===== src/rtl/elevator_scheduler_if.sv =====
// elevator_scheduler_if: latched call inputs and car status outputs of the elevator scheduler.
interface elevator_scheduler_if;
    logic [13:0] floorButton;
    logic [9:1]  internalButton;
    logic [2:0]  currentFloor;
    logic [1:0]  currentDirection;
    logic        doorState;
    logic        move;
    logic        buttonEnable;
    modport master (
        output floorButton, internalButton,
        input  currentFloor, currentDirection, doorState, move, buttonEnable
    );
    modport slave (
        input  floorButton, internalButton,
        output currentFloor, currentDirection, doorState, move, buttonEnable
    );
endinterface


===== src/rtl/elevator_scheduler.sv =====
// elevator_scheduler: SCAN car-motion scheduler for a 2-way 7-floor elevator.
// Optional ELEV_IDLE_HOME_EN: return the car to floor 1 after IDLE_TICKS request-free idle cycles.
module elevator_scheduler #(
    parameter int DOOR_TICKS   = 8,
    parameter int TRAVEL_TICKS = 16,
    parameter int IDLE_TICKS   = 64
) (
    input logic clk,
    input logic reset,
    elevator_scheduler_if.slave bus_io
);
    localparam int MAXT2 = DOOR_TICKS > TRAVEL_TICKS ? DOOR_TICKS : TRAVEL_TICKS;
`ifdef ELEV_IDLE_HOME_EN
    localparam int MAXT = MAXT2 > IDLE_TICKS ? MAXT2 : IDLE_TICKS;
`else
    localparam int MAXT = MAXT2;
`endif
    localparam int CW = $clog2(MAXT + 1);
    localparam logic [CW-1:0] D1 = CW'(DOOR_TICKS - 1);
    localparam logic [CW-1:0] T1 = CW'(TRAVEL_TICKS - 1);
    localparam logic [1:0] STOP = 2'b00, UP = 2'b10, DN = 2'b01;

    if (DOOR_TICKS < 2 || TRAVEL_TICKS < 1 || IDLE_TICKS < 1) begin : g_bad_params
        $error("elevator_scheduler: invalid tick parameters");
    end

    typedef enum logic [1:0] {IDLE, OPEN, HOLD, MOVING} state_t;

    state_t        state_q, state_d;
    logic [2:0]    floor_q, floor_d;
    logic [1:0]    dir_q, dir_d;
    logic          door_q, door_d, move_q, move_d, ben_q;
    logic [CW-1:0] cnt_q, cnt_d;
    logic [7:1]    hall_up, hall_dn, req;
    logic [2:0]    nf;
    logic          open_b, close_b, going_up, req_here, req_above, req_below;
    logic          ahead, behind, opp_here, nf_beyond, nf_match, nf_term, nf_others, nf_stop;

    // Floors strictly above / below x, as a mask over req[7:1]
    function automatic logic [7:1] mask_up(input logic [2:0] x);
        return 7'(8'h7F << x);
    endfunction
    function automatic logic [7:1] mask_dn(input logic [2:0] x);
        return 7'((8'h1 << (x - 3'd1)) - 8'h1);
    endfunction

    always_comb begin
        for (int f = 1; f <= 7; f++) begin
            hall_dn[f] = bus_io.floorButton[2*f-2];
            hall_up[f] = bus_io.floorButton[2*f-1];
        end
    end

    assign req       = hall_up | hall_dn | bus_io.internalButton[7:1];
    assign open_b    = bus_io.internalButton[8];
    assign close_b   = bus_io.internalButton[9];
    assign going_up  = dir_q == UP;
    assign req_here  = req[floor_q];
    assign req_above = |(req & mask_up(floor_q));
    assign req_below = |(req & mask_dn(floor_q));
    assign ahead     = going_up ? req_above : req_below;
    assign behind    = going_up ? req_below : req_above;
    assign opp_here  = going_up ? hall_dn[floor_q] : hall_up[floor_q];
    assign nf        = going_up ? floor_q + 3'd1 : floor_q - 3'd1;
    assign nf_beyond = |(req & (going_up ? mask_up(nf) : mask_dn(nf)));
    assign nf_match  = bus_io.internalButton[nf] | (going_up ? hall_up[nf] : hall_dn[nf]);
    assign nf_term   = nf == (going_up ? 3'd7 : 3'd1);
    assign nf_others = |(req & (mask_up(nf) | mask_dn(nf)));

`ifdef ELEV_IDLE_HOME_EN
    logic home_q, home_d;
    // A homing run stops for any outstanding request, not only those ahead
    assign nf_stop = home_q ? (|req || nf == 3'd1) : (nf_match | ~nf_beyond | nf_term);
`else
    assign nf_stop = nf_match | ~nf_beyond | nf_term;
`endif

    always_comb begin
        state_d = state_q;
        floor_d = floor_q;
        dir_d   = dir_q;
        door_d  = door_q;
        move_d  = move_q;
        cnt_d   = cnt_q;
`ifdef ELEV_IDLE_HOME_EN
        home_d  = home_q;
`endif
        case (state_q)
            IDLE: begin
                if (req_here || open_b) begin
                    state_d = OPEN;
                    door_d  = 1'b1;
                    cnt_d   = D1;
                end else if (req_above || req_below) begin
                    state_d = MOVING;
                    dir_d   = req_above ? UP : DN;
                    move_d  = 1'b1;
                    cnt_d   = T1;
                end
`ifdef ELEV_IDLE_HOME_EN
                else if (cnt_q != CW'(IDLE_TICKS - 1)) cnt_d = cnt_q + 1'b1;
                else if (floor_q != 3'd1) begin
                    state_d = MOVING;
                    dir_d   = DN;
                    move_d  = 1'b1;
                    cnt_d   = T1;
                    home_d  = 1'b1;
                end
`endif
            end
            OPEN: begin
                if (close_b || (!open_b && !req_here && cnt_q == '0)) begin
                    state_d = HOLD;
                    door_d  = 1'b0;
                end else cnt_d = (open_b || req_here) ? D1 : cnt_q - 1'b1;
            end
            HOLD: begin
                if (open_b || (dir_q != STOP && !ahead && opp_here)) begin
                    state_d = OPEN;
                    door_d  = 1'b1;
                    cnt_d   = D1;
                    dir_d   = open_b ? dir_q : ~dir_q;
                end else if (dir_q != STOP && (ahead || behind)) begin
                    state_d = MOVING;
                    move_d  = 1'b1;
                    cnt_d   = T1;
                    dir_d   = ahead ? dir_q : ~dir_q;
                end else begin
                    state_d = IDLE;
                    dir_d   = STOP;
                    cnt_d   = '0;
                end
            end
            MOVING: begin
                if (cnt_q != '0) cnt_d = cnt_q - 1'b1;
                else begin
                    floor_d = nf;
                    if (nf_stop) begin
                        state_d = OPEN;
                        move_d  = 1'b0;
                        door_d  = 1'b1;
                        cnt_d   = D1;
                        dir_d   = (nf_term && !nf_others) ? STOP : dir_q;
`ifdef ELEV_IDLE_HOME_EN
                        home_d  = 1'b0;
                        if (home_q && !req[nf]) begin
                            state_d = HOLD;
                            door_d  = 1'b0;
                        end
`endif
                    end else cnt_d = T1;
                end
            end
        endcase
    end

    always_ff @(posedge clk or posedge reset) begin
        if (reset) begin
            state_q <= IDLE;
            floor_q <= 3'd1;
            dir_q   <= STOP;
            door_q  <= 1'b0;
            move_q  <= 1'b0;
            cnt_q   <= '0;
            ben_q   <= 1'b0;
        end else begin
            state_q <= state_d;
            floor_q <= floor_d;
            dir_q   <= dir_d;
            door_q  <= door_d;
            move_q  <= move_d;
            cnt_q   <= cnt_d;
            ben_q   <= 1'b1;
        end
    end

`ifdef ELEV_IDLE_HOME_EN
    always_ff @(posedge clk or posedge reset) begin
        if (reset) home_q <= 1'b0;
        else home_q <= home_d;
    end
`endif

    assign bus_io.currentFloor     = floor_q;
    assign bus_io.currentDirection = dir_q;
    assign bus_io.doorState        = door_q;
    assign bus_io.move             = move_q;
    assign bus_io.buttonEnable     = ben_q;
endmodule


===== src/flat_wrapper.sv =====
// flat-port wrapper written by rule: the top's interface ports become plain ports
module elevator_scheduler_flat 
#(
    parameter int DOOR_TICKS   = 8,
    parameter int TRAVEL_TICKS = 16,
    parameter int IDLE_TICKS   = 64
)
  (clk, reset, bus_io_floorButton, bus_io_internalButton, bus_io_currentFloor, bus_io_currentDirection, bus_io_doorState, bus_io_move, bus_io_buttonEnable);
  elevator_scheduler_if bus_io_i ();
  input logic clk;
  input logic reset;
  input wire logic [$bits(bus_io_i.floorButton)-1:0] bus_io_floorButton;
  input wire logic [$bits(bus_io_i.internalButton)-1:0] bus_io_internalButton;
  output wire logic [$bits(bus_io_i.currentFloor)-1:0] bus_io_currentFloor;
  output wire logic [$bits(bus_io_i.currentDirection)-1:0] bus_io_currentDirection;
  output wire logic [$bits(bus_io_i.doorState)-1:0] bus_io_doorState;
  output wire logic [$bits(bus_io_i.move)-1:0] bus_io_move;
  output wire logic [$bits(bus_io_i.buttonEnable)-1:0] bus_io_buttonEnable;
  assign bus_io_i.floorButton = bus_io_floorButton;
  assign bus_io_i.internalButton = bus_io_internalButton;
  assign bus_io_currentFloor = bus_io_i.currentFloor;
  assign bus_io_currentDirection = bus_io_i.currentDirection;
  assign bus_io_doorState = bus_io_i.doorState;
  assign bus_io_move = bus_io_i.move;
  assign bus_io_buttonEnable = bus_io_i.buttonEnable;
  elevator_scheduler #(.DOOR_TICKS(DOOR_TICKS), .TRAVEL_TICKS(TRAVEL_TICKS), .IDLE_TICKS(IDLE_TICKS)) u_core (.clk(clk), .reset(reset), .bus_io(bus_io_i));
endmodule

===== config.mk =====
export PLATFORM = sky130hd
export DESIGN_NAME = elevator_scheduler_flat
export DESIGN_NICKNAME = d
export VERILOG_FILES = /design/src/rtl/elevator_scheduler_if.sv /design/src/rtl/elevator_scheduler.sv /design/src/flat_wrapper.sv
export SDC_FILE = /design/constraint.sdc
export NUM_CORES = 1
export LEC_CHECK = 0
export BUFFER_PORTS_ARGS = -buffer_cell sky130_fd_sc_hd__buf_2
export CAP_MARGIN = 40
export CORE_MARGIN = 3
export CORE_UTILIZATION = 35
export CTS_BUF_LIST = sky130_fd_sc_hd__clkbuf_16
export DETAILED_ROUTE_END_ITERATION = 12
export GPL_ROUTABILITY_DRIVEN = 0
export GPL_TIMING_DRIVEN = 0
export PLACE_DENSITY = 0.63
export SLEW_MARGIN = 30
export SYNTH_ARGS = -nofsm -noshare
export SYNTH_HDL_FRONTEND = slang
export SYNTH_SLANG_ARGS = --single-unit
export TNS_END_PERCENT = 100

===== constraint.sdc =====
create_clock -name clk -period 12.73 [get_ports clk]
set_input_delay 2.546 -clock clk [delete_from_list [all_inputs] [get_ports clk]]
set_output_delay 2.546 -clock clk [all_outputs]
set_load 0.02 [all_outputs]

==> results of run 1 <==
-- flip-flops by register name (all words and copies together) (netlist names) --
name,count
u_core.bus_io.doorState,1
u_core.bus_io.buttonEnable,1
u_core.bus_io.move,1
u_core.state_q,2
u_core.cnt_q,5
u_core.bus_io.currentDirection,2
u_core.bus_io.currentFloor,3
-- power groups by stage --
stage / clock network, uW / registers [uW] / logic (uW)
2_1_floorplan: 0 / 100 / 569
3_3_place_gp: 0 / 97.2 / 721
3_5_place_dp: 0 / 97.7 / 728
4_1_cts: 61.6 / 97.0 / 732
5_1_grt: 63.7 / 101 / 821
6_report: 60.2 / 96.9 / 739
-- per-layer routing --
layer | wire length, um | up-vias | share of wire
met3 | 638 | 19 | 0.087
li1 | - | 1233 | -
met4 | 170 | 0 | 0.023
met1 | 3240 | 1208 | 0.44
met5 | 0 | - | 0
met2 | 3250 | 127 | 0.44
-- metrics by stage --
| step | util | area (um2) | instances | hold WS [ns] |
|---|---|---|---|---|
| 2_1_floorplan | - | 2330 | 304 | 0.508 |
| 3_3_place_gp | 0.405 | 2590 | 413 | 0.532 |
| 3_5_place_dp | 0.405 | 2590 | 413 | 0.547 |
| 4_1_cts | 0.418 | 2670 | 417 | 0.559 |
| 5_1_grt | 0.418 | 2670 | 417 | 0.589 |
| 6_report | 0.418 | 2670 | 417 | 0.561 |
-- critical path, stage by stage, from the launching register on --
cell,delay (ns)
sky130_fd_sc_hd__dfstp_2,0.67
sky130_fd_sc_hd__inv_1,0.08
sky130_fd_sc_hd__buf_2,0.23
sky130_fd_sc_hd__ha_1,0.39
sky130_fd_sc_hd__clkinv_1,0.25
sky130_fd_sc_hd__xnor2_1,0.45
sky130_fd_sc_hd__nand2_1,0.14
sky130_fd_sc_hd__inv_1,0.07
sky130_fd_sc_hd__ha_1,0.23
sky130_fd_sc_hd__clkbuf_1,0.26
sky130_fd_sc_hd__nand3_1,0.16
sky130_fd_sc_hd__ha_1,0.15
sky130_fd_sc_hd__clkbuf_1,0.30
sky130_fd_sc_hd__inv_1,0.16
sky130_fd_sc_hd__o21ai_0,0.32
sky130_fd_sc_hd__nand3_1,0.12
sky130_fd_sc_hd__a221o_1,0.37
sky130_fd_sc_hd__o31ai_2,0.24
sky130_fd_sc_hd__nand3_1,0.16
sky130_fd_sc_hd__mux2_1,0.33
-- path summary, 6_finish.rpt --
path                       cells after the start                                end                           from  slack [ns]
setup reg to reg                              19  u_core.bus_io.currentDirection[0]  u_core.bus_io.currentFloor[0]        7.53
hold reg to reg                                1                    u_core.cnt_q[4]                u_core.cnt_q[4]        0.56
hold / removal                                 1                    u_core.cnt_q[4]                u_core.cnt_q[4]        0.56
max in group asynchronous                      2                    u_core.cnt_q[1]                          reset        9.99
min in group asynchronous                      2      u_core.bus_io.currentFloor[2]                          reset        2.36
setup / recovery                              19  u_core.bus_io.currentDirection[0]  u_core.bus_io.currentFloor[0]        7.53
-- cell type report --
class,count,area [um2],share of cell area
clock buffers,3,75.1,0.0282
flip-flops and latches,15,377,0.141
well taps,77,96.3,0.0361
repair buffers,32,160,0.0601
multi-input cells,248,1760,0.660
plain buffers,22,123,0.0460
clock inverters,1,3.75,0.00141
inverters,19,71.3,0.0267
-- cells by family (layout without fill, tap and decap cells) --
logic type | Yosys count | in the layout | share of synthesized area
other | 1 | 1 | 0.00161
flip-flops | 15 | 15 | 0.162
adder cells (fa/ha/maj) | 16 | 16 | 0.0859
AND/OR/NAND/NOR | 111 | 111 | 0.254
XOR/XNOR | 9 | 9 | 0.0370
multiplexers | 8 | 8 | 0.0462
AO/OA/AOI/OAI | 103 | 103 | 0.331
buffers and inverters | 41 | 77 | 0.0832
-- placed cells by master, fill, tap and decap left out, types with 3 or more instances in the layout --
cell type | Yosys | final
sky130_fd_sc_hd__nand4_1 | 5 | 5
sky130_fd_sc_hd__nor3_1 | 15 | 15
sky130_fd_sc_hd__o2111ai_1 | 3 | 3
sky130_fd_sc_hd__o211ai_1 | 4 | 4
sky130_fd_sc_hd__a311oi_1 | 7 | 7
sky130_fd_sc_hd__a21oi_1 | 16 | 16
sky130_fd_sc_hd__o2bb2ai_1 | 4 | 4
sky130_fd_sc_hd__a32oi_1 | 3 | 3
sky130_fd_sc_hd__nand2b_1 | 3 | 3
sky130_fd_sc_hd__o221ai_1 | 5 | 5
sky130_fd_sc_hd__mux2i_1 | 4 | 4
sky130_fd_sc_hd__o21ai_0 | 13 | 13
sky130_fd_sc_hd__o21ai_1 | 3 | 3
sky130_fd_sc_hd__or3_1 | 8 | 8
sky130_fd_sc_hd__nand2_1 | 26 | 26
sky130_fd_sc_hd__clkinv_1 | 3 | 3
sky130_fd_sc_hd__nand3_1 | 9 | 9
sky130_fd_sc_hd__clkbuf_16 | 0 | 3
sky130_fd_sc_hd__clkbuf_1 | 7 | 7
sky130_fd_sc_hd__buf_2 | 11 | 43
sky130_fd_sc_hd__o22ai_1 | 6 | 6
sky130_fd_sc_hd__ha_1 | 16 | 16
sky130_fd_sc_hd__a211oi_1 | 5 | 5
sky130_fd_sc_hd__nor2b_1 | 4 | 4
sky130_fd_sc_hd__and3_1 | 4 | 4
sky130_fd_sc_hd__a2bb2oi_1 | 6 | 6
sky130_fd_sc_hd__nor3b_1 | 5 | 5
sky130_fd_sc_hd__xnor2_1 | 6 | 6
sky130_fd_sc_hd__nor2_1 | 17 | 17
sky130_fd_sc_hd__dfrtp_1 | 14 | 14
sky130_fd_sc_hd__inv_1 | 16 | 17
sky130_fd_sc_hd__a31oi_1 | 4 | 4
sky130_fd_sc_hd__buf_6 | 3 | 3
==> run summary, run 1 <==
The portion of the clock cycle consumed by the worst path in the final layout was 0.409. The run gives 69 as the count of unique library cells instantiated by Yosys. The flow ran to the end, and the final reports show no timing, DRC or antenna violations. The net count of the finished layout is 382.

The maximum count of clock buffers along a single path was 2. Adding up every negative setup slack in the final design gives 0 ns. The clock-pin slew reported for the worst setup and hold paths after clock tree synthesis is 0.05 ns, and the combinational power share is 0.825. The cell area that synthesis handed to floorplanning was 2330 um2. The switching share of power is 0.539, and the final-report hold violation count is 0.

The tools report the number of placement rows as 29. The data arrival at the endpoint of the critical path is 5.33 ns, and the clock insertion delay at the later pin of the skew report is 0.24 ns. The placeable core area is 6390 um2, and the total CTS buffers is 3. The tools report the met3 usage as 0.0301.

Routed wire length: 7.30 mm. The headroom to the max-slew limit is 0.517. Among all cell types in the netlist, the one instantiated most often is sky130_fd_sc_hd__nand2_1. The cell type with the largest total area after synthesis is sky130_fd_sc_hd__dfrtp_1. The max capacitance violation total is 0.

Dividing the synthesized area by the synthesized cell count gives 7.67 um2. In this run the power spent charging and discharging nets is 483 uW. For the I/O pin total, the log shows 33. The sum of internal, switching and leakage power was 896 uW; the part of the total power dissipated in the clock network was 0.067. Sorting the synthesized cells by how often they occur yields sky130_fd_sc_hd__nand2_1, sky130_fd_sc_hd__nor2_1, sky130_fd_sc_hd__a21oi_1, sky130_fd_sc_hd__ha_1, sky130_fd_sc_hd__inv_1. STA classifies the critical path endpoint as a flip-flop. The via total after detailed routing is 2587, and the pin count of the biggest net entering global routing is 16. The run gives 0 as the count of antenna diodes in the layout.

The share of layout cells above drive strength 1 works out to 0.197. For this design, the sink count on the clock tree is 15. The met1 track utilization from global routing was 0.282. At the worst endpoint, the required time is 12.86 ns. The initial cell density of the core is 0.365, and the minimum period implied by the final worst setup slack is 5.20 ns. The sequential-to-total area share from yosys stat came out at 0.162. Fraction of synthesized cell area taken by the top area cell type: 0.150. The area added between synthesis and finish came out at 14.4%.

Ranked by total cell area, the synthesized netlist is headed by sky130_fd_sc_hd__dfrtp_1, sky130_fd_sc_hd__ha_1, sky130_fd_sc_hd__nand2_1. The tools report the leftover overflow at the end of global routing as 0. Clock tree synthesis selected as its root buffer the cell sky130_fd_sc_hd__clkbuf_16. The die is 87.6 um tall.

The tools report the final-report setup violation count as 0. Post-CTS repair changed the size of 0 cells. In this run the worst path has a maximum fanout of 13.

For this block, the initial DRC count from the detailed router was 248. Port buffering added 32 buffers. The number of max-slew violations in the final report was 0. The worst slack at placement came out at 7.60 ns. The most used flip-flop cell after synthesis is sky130_fd_sc_hd__dfrtp_1. Count of antenna-violating nets left after detailed routing: 0. The number of antenna violations at the first check in global routing came out at 0. The global-route wire length before repair is 12.3 mm. After technology mapping, the gate count stands at 304. In this run the post-CTS setup repair buffer count came out at 0. The layout has 656 filler cells.

After detailed routing, the average wire length per cell comes to 17.5 um. The power share of the sequential group is 0.108, and the average vias per placed instance is 6.20. The run gives 0 as the hold buffer count at cts. Between clock sinks in the finished design, the worst skew comes to 0.00214 ns. Setup repair after global routing left no endpoint under its margin.

The proportion of register bits with asynchronous set or reset after synthesis works out to 1.00. Once detailed placement completed, the half-perimeter wirelength came to 5.54 mm. The category of the critical setup timing path was flip-flop to flip-flop. Dividing total power by cell area gives a power density of 336 nW/um2. The maximum frequency from static timing analysis is 192 MHz. The post-synthesis sequential element count was 15.

The number of nets handed over by synthesis was 345. The number of DRC violations after detailed routing is 0, and the worst-margin pin slew is 0.719 ns. The number of synthesized flops with an enable pin came out at 0. TritonCTS built the clock tree.

The final critical-path setup slack is 7.53 ns. The die covers 7680 um2. Summed over all cells, the static leakage comes to 0.00109 uW.

Worst min-delay path category: flip-flop to flip-flop. STA classifies the critical path startpoint as a flip-flop. Before antenna repair, the detailed router went through 5 iterations. The die extent in x was 87.6 um; the number of global-route vias before repair was 2453. The busiest layer in global routing is met2.

The internal portion of the total power is 413 uW. The met2 track demand over resource in global routing is 0.310, and the count of synthesis-stage warnings from yosys is 0. For the overall global routing resource usage, the log shows 0.199. The worst supply voltage drop on vdd was 0.232 mV; the H-tree level count was 1.
No activity file was read; power rests on OpenSTA's default activity.
==> inputs of run 2 (changes only) <==
==> constraint.sdc (replaced) <==
create_clock -name clk -period 5 [get_ports clk]
set_input_delay 1 -clock clk [delete_from_list [all_inputs] [get_ports clk]]
set_output_delay 1 -clock clk [all_outputs]
set_load 0.02 [all_outputs]
==> run 2 against run 1 <==
  * Clock-buffer cell count unchanged
  * Critical path depth fell by 1
  * Die area stayed put
  * Non-clock buffer count shrank 1
  * Setup slack worse by 7.3 ns
  * Utilization increased by 0.18 points
  * Sequential power grew to 2.5 times the previous value
  * Clock power rose to 2.6 times the previous value
  * Sequential share of layout area down 0.059 points
  * Via count increased by 0.93%
  * Cell area is 0.42% higher
==> run summary, run 2 (synthesis results as in run 1) <==
The clock tree root buffer cell is sky130_fd_sc_hd__clkbuf_16. The area added between synthesis and finish was 14.9%; the total CTS buffers was 3. The tool flagged a number of max-cap violations equal to 0.

Across all setup checks in the final design, the least slack found is 0.269 ns. The library cell used most frequently in the layout, excluding fill and tap cells, is sky130_fd_sc_hd__buf_2. The pin count of the biggest net entering global routing is 16.

The flip-flop count of the largest register, all copies and words added was 5. On the final layout, the worst hold slack is 0.557 ns. Setup violations remaining at the end of the flow were counted as 0. The headroom to the max-slew limit is 0.487. The worst register-to-register path begins at u_core.bus_io.currentFloor[0]. The die covers 7680 um2. The first global-routing pass estimated 12.3 mm of wire. The worst min-delay path category was flip-flop to flip-flop. The die height works out to 87.6 um. More flip-flops sit in one register than any other, and that register is u_core.cnt_q. For the number of antenna violations at the first check in global routing, the log shows 0.

In this run the register-to-register setup slack is 0.27 ns. The number of max-slew violations in the final report was 0. Startpoint kind of the worst setup timing path: a flip-flop.

Row generation in the floorplan step produced 29 rows. Once the clock tree was built, the setup fixing pass inserted 0 buffers. The tools report the via total after detailed routing as 2611. For the worst setup path, the data arrival time is 4.90 ns.

For the final HPWL from detailed placement, the log shows 5.54 mm. The most numerous cell on the critical path was sky130_fd_sc_hd__ha_1. The fill cell instance count of the final layout was 650; the worst path required time was 5.17 ns.

The floorplan step defined a core boundary enclosing 6390 um2. The run finished with clean final reports. For this design, the sink count on the clock tree is 15. For the H-tree level count, the log shows 1. After clock tree synthesis, the clock-pin slew on the worst setup and hold paths is 0.05 ns. The portion of the clock cycle consumed by the worst path in the final layout is 0.946. TritonCTS built the clock tree. For the pin with the worst max-slew slack, the measured transition is 0.763 ns. The initial cell density of the core came out at 0.365. The critical path goes through inv_1 > buf_2 > ha_1 > ha_1 > buf_2 > o21a_4 > ha_1 > nor2b_2 > nand2_1 > ha_2 > inv_1 > a211oi_1 > a311oi_1 > nor3_1 > or3_4 > a21oi_4 > nor3b_1 > a2bb2oi_1.

The longest individual stage delay on the worst path is 0.68 ns. Registers take 377 um2. The tools report the endpoint of the worst register-to-register path as u_core.state_q[0]. Once detail routing completed, the nets flagged for antenna violations numbered 0. The path with the worst hold slack has its endpoint at u_core.cnt_q[4]. Final-report hold violation count: 0.

The category of the critical setup timing path was flip-flop to flip-flop. For this design the top-level I/O count stands at 33. Setup repair after global routing left no endpoint under its margin.

The count of input and output buffers works out to 32. After detailed routing, the number of vias per cell comes to 6.28. Clock insertion delay at the later pin of the skew report: 0.25 ns. Based on the critical path, the design can be clocked at up to 211 MHz. The overall global routing resource usage is 0.199, and the violation count after the first detailed-route iteration is 206. 0 antenna diodes ended up in the layout.

The most critical setup path has its startpoint at u_core.bus_io.currentFloor[0]. Across the VDD grid, the largest voltage drop is 0.694 mV. For this design, the slowest cell found on the critical path is sky130_fd_sc_hd__dfstp_2. The total power divided by cell area works out to 867 nW/um2. The worst setup path is captured at a flip-flop.

The maximum count of clock buffers along a single path came out at 2. The peak fanout along the critical path is 13, and the maximum clock skew at final layout is 0.00370 ns. The hold path depth was 1. The routed design has 7.38 mm of wire. The number of global-route vias before repair was 2454. The logs give 1770 um2 for the multi-input combinational cell area and -0.134 ns for the worst slack at placement. The die extent in x came out at 87.6 um.

The startpoint of the most critical hold path was u_core.cnt_q[4]. The top cell types in the final layout, fill and taps aside, are sky130_fd_sc_hd__buf_2, sky130_fd_sc_hd__nand2_1, sky130_fd_sc_hd__inv_1, sky130_fd_sc_hd__nor2_1, sky130_fd_sc_hd__a21oi_1. The leakage power summed over all cells was 0.00110 uW; the number of cells on the worst reg-to-reg path was 18.

The number of nets in the layout came out at 381. The wire length per cell is 17.7 um. After detailed routing, the number of remaining DRC violations is 0. The first detailed-routing pass took 5 iterations.

Global routing finished with a remaining overflow of 0. Share of layout cells above drive strength 1: 0.212. For the finished layout, the period the worst path requires is 4.73 ns.
-- run 2: changes by cell type in the layout (fill, tap and decap cells not counted), sizes merged --
cell,change
clkbuf,-1
-- run 2: power breakdown --
group / internal, uW / switching, uW
Sequential: 175 / 72.5
Combinational: 795 / 1120
Clock: 106 / 48.0
Total: 1080 / 1240
-- run 2: cell type report --
type / instances / share of cell area
buffer: 21 / 0.0449
clock buffer: 3 / 0.0280
clock inverter: 1 / 0.00140
inverter: 19 / 0.0271
multi-input combinational: 248 / 0.662
sequential: 15 / 0.141
tap: 77 / 0.0360
timing repair buffer: 32 / 0.0598
-- run 2: layer usage --
layer  vias up  routed length (um)  track usage
li1       1236                   -            -
met1      1216                3310        0.282
met2       140                3300        0.312
met3        19                 599       0.0301
met4         0                 168       0.0628
met5         -                   0            0
-- run 2: worst max-delay path by stage --
| stage | to | slack, ns | cells after the start |
|---|---|---|---|
| finish | u_core.state_q[0] | 0.27 | 18 |
| global route | u_core.state_q[0] | 0.01 | 17 |
| CTS | u_core.state_q[0] | 0.02 | 19 |
| detailed placement | u_core.bus_io.currentDirection[0] | -0.13 | 19 |
| global placement | u_core.bus_io.currentDirection[1] | -0.14 | 19 |
| floorplan | u_core.state_q[0] | 0.58 | 18 |
-- run 2: what timing repair did --
item | in CTS | in global routing
setup endpoints to repair | 8 | 11
hold buffers | 0 | 0
resized for setup | 3 | 3
pin swaps | 0 | 0
-- run 2: stage by stage --
step                cell area (um2)  total power [uW]   util  cells  setup TNS (ns)
floorplan                      2330              1700      -    304               0
global placement               2590              2080  0.405    413          -0.389
detailed placement             2590              2100  0.405    413          -0.468
CTS                            2680              2280  0.419    417               0
global route                   2680              2540  0.419    416               0
finish                         2680              2320  0.419    416               0
-- run 2: worst max-delay path, delay by kind of cell, from the launching register on --
| family | cells | cell delay (ns) |
|---|---|---|
| adder cells (fa/ha/maj) | 4 | 1.14 |
| buffers and inverters | 4 | 0.67 |
| flip-flops | 1 | 0.68 |
| AND/OR/NAND/NOR | 5 | 1.15 |
| AO/OA/AOI/OAI | 5 | 1.02 |
==> inputs of run 3 (changes only) <==
--- a/config.mk
+++ b/config.mk
@@ -7,9 +7,7 @@
 export LEC_CHECK = 0
 export BUFFER_PORTS_ARGS = -buffer_cell sky130_fd_sc_hd__buf_2
 export CAP_MARGIN = 40
-export CORE_MARGIN = 3
 export CORE_UTILIZATION = 35
-export CTS_BUF_LIST = sky130_fd_sc_hd__clkbuf_16
 export DETAILED_ROUTE_END_ITERATION = 12
 export GPL_ROUTABILITY_DRIVEN = 0
 export GPL_TIMING_DRIVEN = 0
==> run 3 against run 2 <==
  * Setup slack improved by 0.12 ns
  * Die area fell by 8.9%
  * Largest cell class unchanged
  * Critical endpoint unchanged
  * Global-route usage increased by 0.80 points
  * Clock power shrank 37%
  * Via count shrank 1.5%
  * Register-to-register slack better by 0.12 ns
==> run summary, run 3 (synthesis results as in run 1) <==
The flow ran to the end, and the final reports show no timing, DRC or antenna violations. Number of max-slew violations in the final report: 0. The share of layout cells above drive strength 1 was 0.214. The critical path is of the flip-flop to flip-flop type. The smallest clock period supported by the final layout is computed as 4.62 ns. TritonCTS built the clock tree. In this design, the stage delay of the slowest critical-path cell is 0.55 ns.

Timing would allow up to 217 MHz. Counting both buffers and inverters, the worst setup path holds a total of 4. The max capacitance violation total is 0, and the H-tree level count is 1. Port buffering added 32 buffers. Using the TritonRoute via totals, the vias-per-cell ratio works out to 6.15. For this block, the initial DRC count from the detailed router was 169.

The first global-routing pass estimated 11.9 mm of wire. The tools report the number of antenna violations at the first check in global routing as 0. 0 antenna diodes ended up in the layout. Leaving out filler cells and counting taps, the final layout contains 418.

For this design, the sink count on the clock tree is 15. The endpoint class of the critical path is a flip-flop. The total power divided by cell area was 848 nW/um2. The endpoint identified for the worst register-to-register timing path is u_core.state_q[0]. The tools report the number of nets in the layout as 383. The tools report the final-report hold violation count as 0. The tree is rooted in a sky130_fd_sc_hd__clkbuf_8. Broken down by cell family, the worst path's largest delay share belongs to adder cells. The worst min-delay path category is flip-flop to flip-flop. In this run the horizontal extent of the chip is 83.6 um. For the pin with the worst max-slew slack, the measured transition is 0.700 ns. The number of cells after detailed placement is 413.

The die height works out to 83.6 um. No sink is reached through more buffers than the 2 on the longest clock path. The pin count of the biggest net entering global routing is 16, and the number of cells on the worst reg-to-reg path is 18.

The logs give 6390 um2 for the placeable core area and 5.49 mm for the final HPWL from detailed placement. The routed layout has 2571 vias. For the routed wire length, the log shows 7.16 mm. The register with the most flip-flops in the layout has 5 of them. The top cell types in the final layout, fill and taps aside, are sky130_fd_sc_hd__buf_2, sky130_fd_sc_hd__nand2_1, sky130_fd_sc_hd__nor2_1. In this run the critical register-to-register path is launched from u_core.bus_io.currentFloor[0].

The slack of the worst reg-to-reg path is 0.38 ns, and the final-report setup violation count is 0. The logs give 0 for the number of DRC violations after detailed routing and 6990 um2 for the die footprint. For the final routed database, the setup TNS stands at 0 ns. In this run the worst setup path terminates at u_core.state_q[0]. The later pin in the worst-skew pair is clocked with a latency of 0.25 ns. The most numerous cell on the critical path was sky130_fd_sc_hd__ha_1.

The area added between synthesis and finish was 14.0%. The worst setup path is launched from a flip-flop. Cell type of the slowest stage on the worst timing path: sky130_fd_sc_hd__dfstp_2. The analysis attributes to cell leakage a power of 0.00109 uW. The library cell used most frequently in the layout, excluding fill and tap cells, is sky130_fd_sc_hd__buf_2. The tools report the worst slack at placement as -0.136 ns. Hold path depth: 1.

The count of nets left with antenna violations once routing finished came out at 0. After clock tree synthesis, the clock-pin slew on the worst setup and hold paths is 0.06 ns. After clock tree synthesis, the flow added hold-fix buffers numbering 0. After detailed routing, the average wire length per cell comes to 17.1 um. The pre-antenna-repair detailed-routing pass consisted of 4 iterations. 33 I/O pins were placed. Register containing the most flip-flops in the final layout: u_core.cnt_q. The initial cell density of the core was 0.365; the number of placement rows was 29. The critical path goes through inv_1 > buf_2 > ha_1 > ha_1 > buf_2 > o21a_4 > ha_1 > nor2b_2 > nand2_1 > ha_1 > inv_1 > a211oi_1 > a311oi_1 > nor3_1 > or3_4 > a21oi_4 > nor3b_1 > a2bb2oi_1. The run gives 0.530 as the headroom to the max-slew limit.

Setup slack closes at 0.384 ns. Counting the buffers created by CTS gives 3. At the worst endpoint, the arrival time is 4.78 ns. Setup repair after global routing left no endpoint under its margin. The tools report the worst path required time as 5.17 ns. In this run the worst setup path begins at u_core.bus_io.currentFloor[0]. The tools report the number of global-route vias before repair as 2422. In this run the worst path has a maximum fanout of 13. The tightest hold path in the finished design has a slack of 0.561 ns.

Global routing finished with a remaining overflow of 0. The maximum clock skew at final layout was 0.00142 ns; the total number of cells along the worst setup path was 18. The portion of the clock cycle consumed by the worst path in the final layout is 0.923. The overall global routing resource usage is 0.207. The worst-case IR drop observed on VDD is 0.501 mV.
==> run 3: changes by cell type in the layout (fill, tap and decap cells not counted), sizes merged <==
cell,previous run,this run
buf,47,49
clkbuf,9,10
inv,17,16
==> run 3: worst min-delay path by stage <==
stage | endpoint | slack [ns] | startpoint
final | u_core.cnt_q[4] | 0.56 | u_core.cnt_q[4]
after detailed placement | u_core.cnt_q[4] | 0.55 | u_core.cnt_q[4]
after global placement | u_core.cnt_q[4] | 0.53 | u_core.cnt_q[4]
after floorplan | u_core.cnt_q[4] | 0.51 | u_core.cnt_q[4]
after CTS | u_core.cnt_q[4] | 0.56 | u_core.cnt_q[4]
after global routing | u_core.cnt_q[4] | 0.59 | u_core.cnt_q[4]
==> run 3: metrics by stage <==
stage / total power, uW / utilization / area (um2)
CTS: 2220 / 0.414 / 2650
detailed placement: 2100 / 0.405 / 2590
finish: 2250 / 0.416 / 2660
global route: 2470 / 0.416 / 2660
floorplan: 1700 / - / 2330
global placement: 2080 / 0.405 / 2590
==> run 3: final cells by class <==
cell class                      instances  area, um2
Fill cell                             683       3730
Multi-Input combinational cell        248       1770
Sequential cell                        15        377
Timing Repair Buffer                   34        175
Buffer                                 21        120
Tap cell                               77       96.3
Inverter                               19       72.6
Clock buffer                            4       45.0
==> run 3: power breakdown <==
| part | switching (uW) | internal, uW | leakage [uW] |
|---|---|---|---|
| logic | 1120 | 798 | 0.000887 |
| registers | 60.1 | 174 | 0.000181 |
| clock network | 41.0 | 56.4 | 0.0000228 |
==> run 3: what timing repair did <==
item                       CTS  global route
buffers inserted             0             2
setup endpoints to repair    7            10
gates resized for setup      4             0
pin swaps                    0             0
==> run 3: layer usage <==
layer,part of all wire,global-route usage
met1,0.45,0.291
met2,0.44,0.324
met3,0.084,0.0356
met4,0.021,0.0632
met5,0,0
==> run 3: worst reg2reg max path: stages (launching register included) <==
cell and delay (ns):
sky130_fd_sc_hd__dfstp_2 0.55, sky130_fd_sc_hd__inv_1 0.05, sky130_fd_sc_hd__buf_2 0.21, sky130_fd_sc_hd__ha_1 0.25
sky130_fd_sc_hd__ha_1 0.33, sky130_fd_sc_hd__buf_2 0.21, sky130_fd_sc_hd__o21a_4 0.24, sky130_fd_sc_hd__ha_1 0.28
sky130_fd_sc_hd__nor2b_2 0.23, sky130_fd_sc_hd__nand2_1 0.13, sky130_fd_sc_hd__ha_1 0.33, sky130_fd_sc_hd__inv_1 0.18
sky130_fd_sc_hd__a211oi_1 0.06, sky130_fd_sc_hd__a311oi_1 0.25, sky130_fd_sc_hd__nor3_1 0.08, sky130_fd_sc_hd__or3_4 0.43
sky130_fd_sc_hd__a21oi_4 0.27, sky130_fd_sc_hd__nor3b_1 0.26, sky130_fd_sc_hd__a2bb2oi_1 0.20
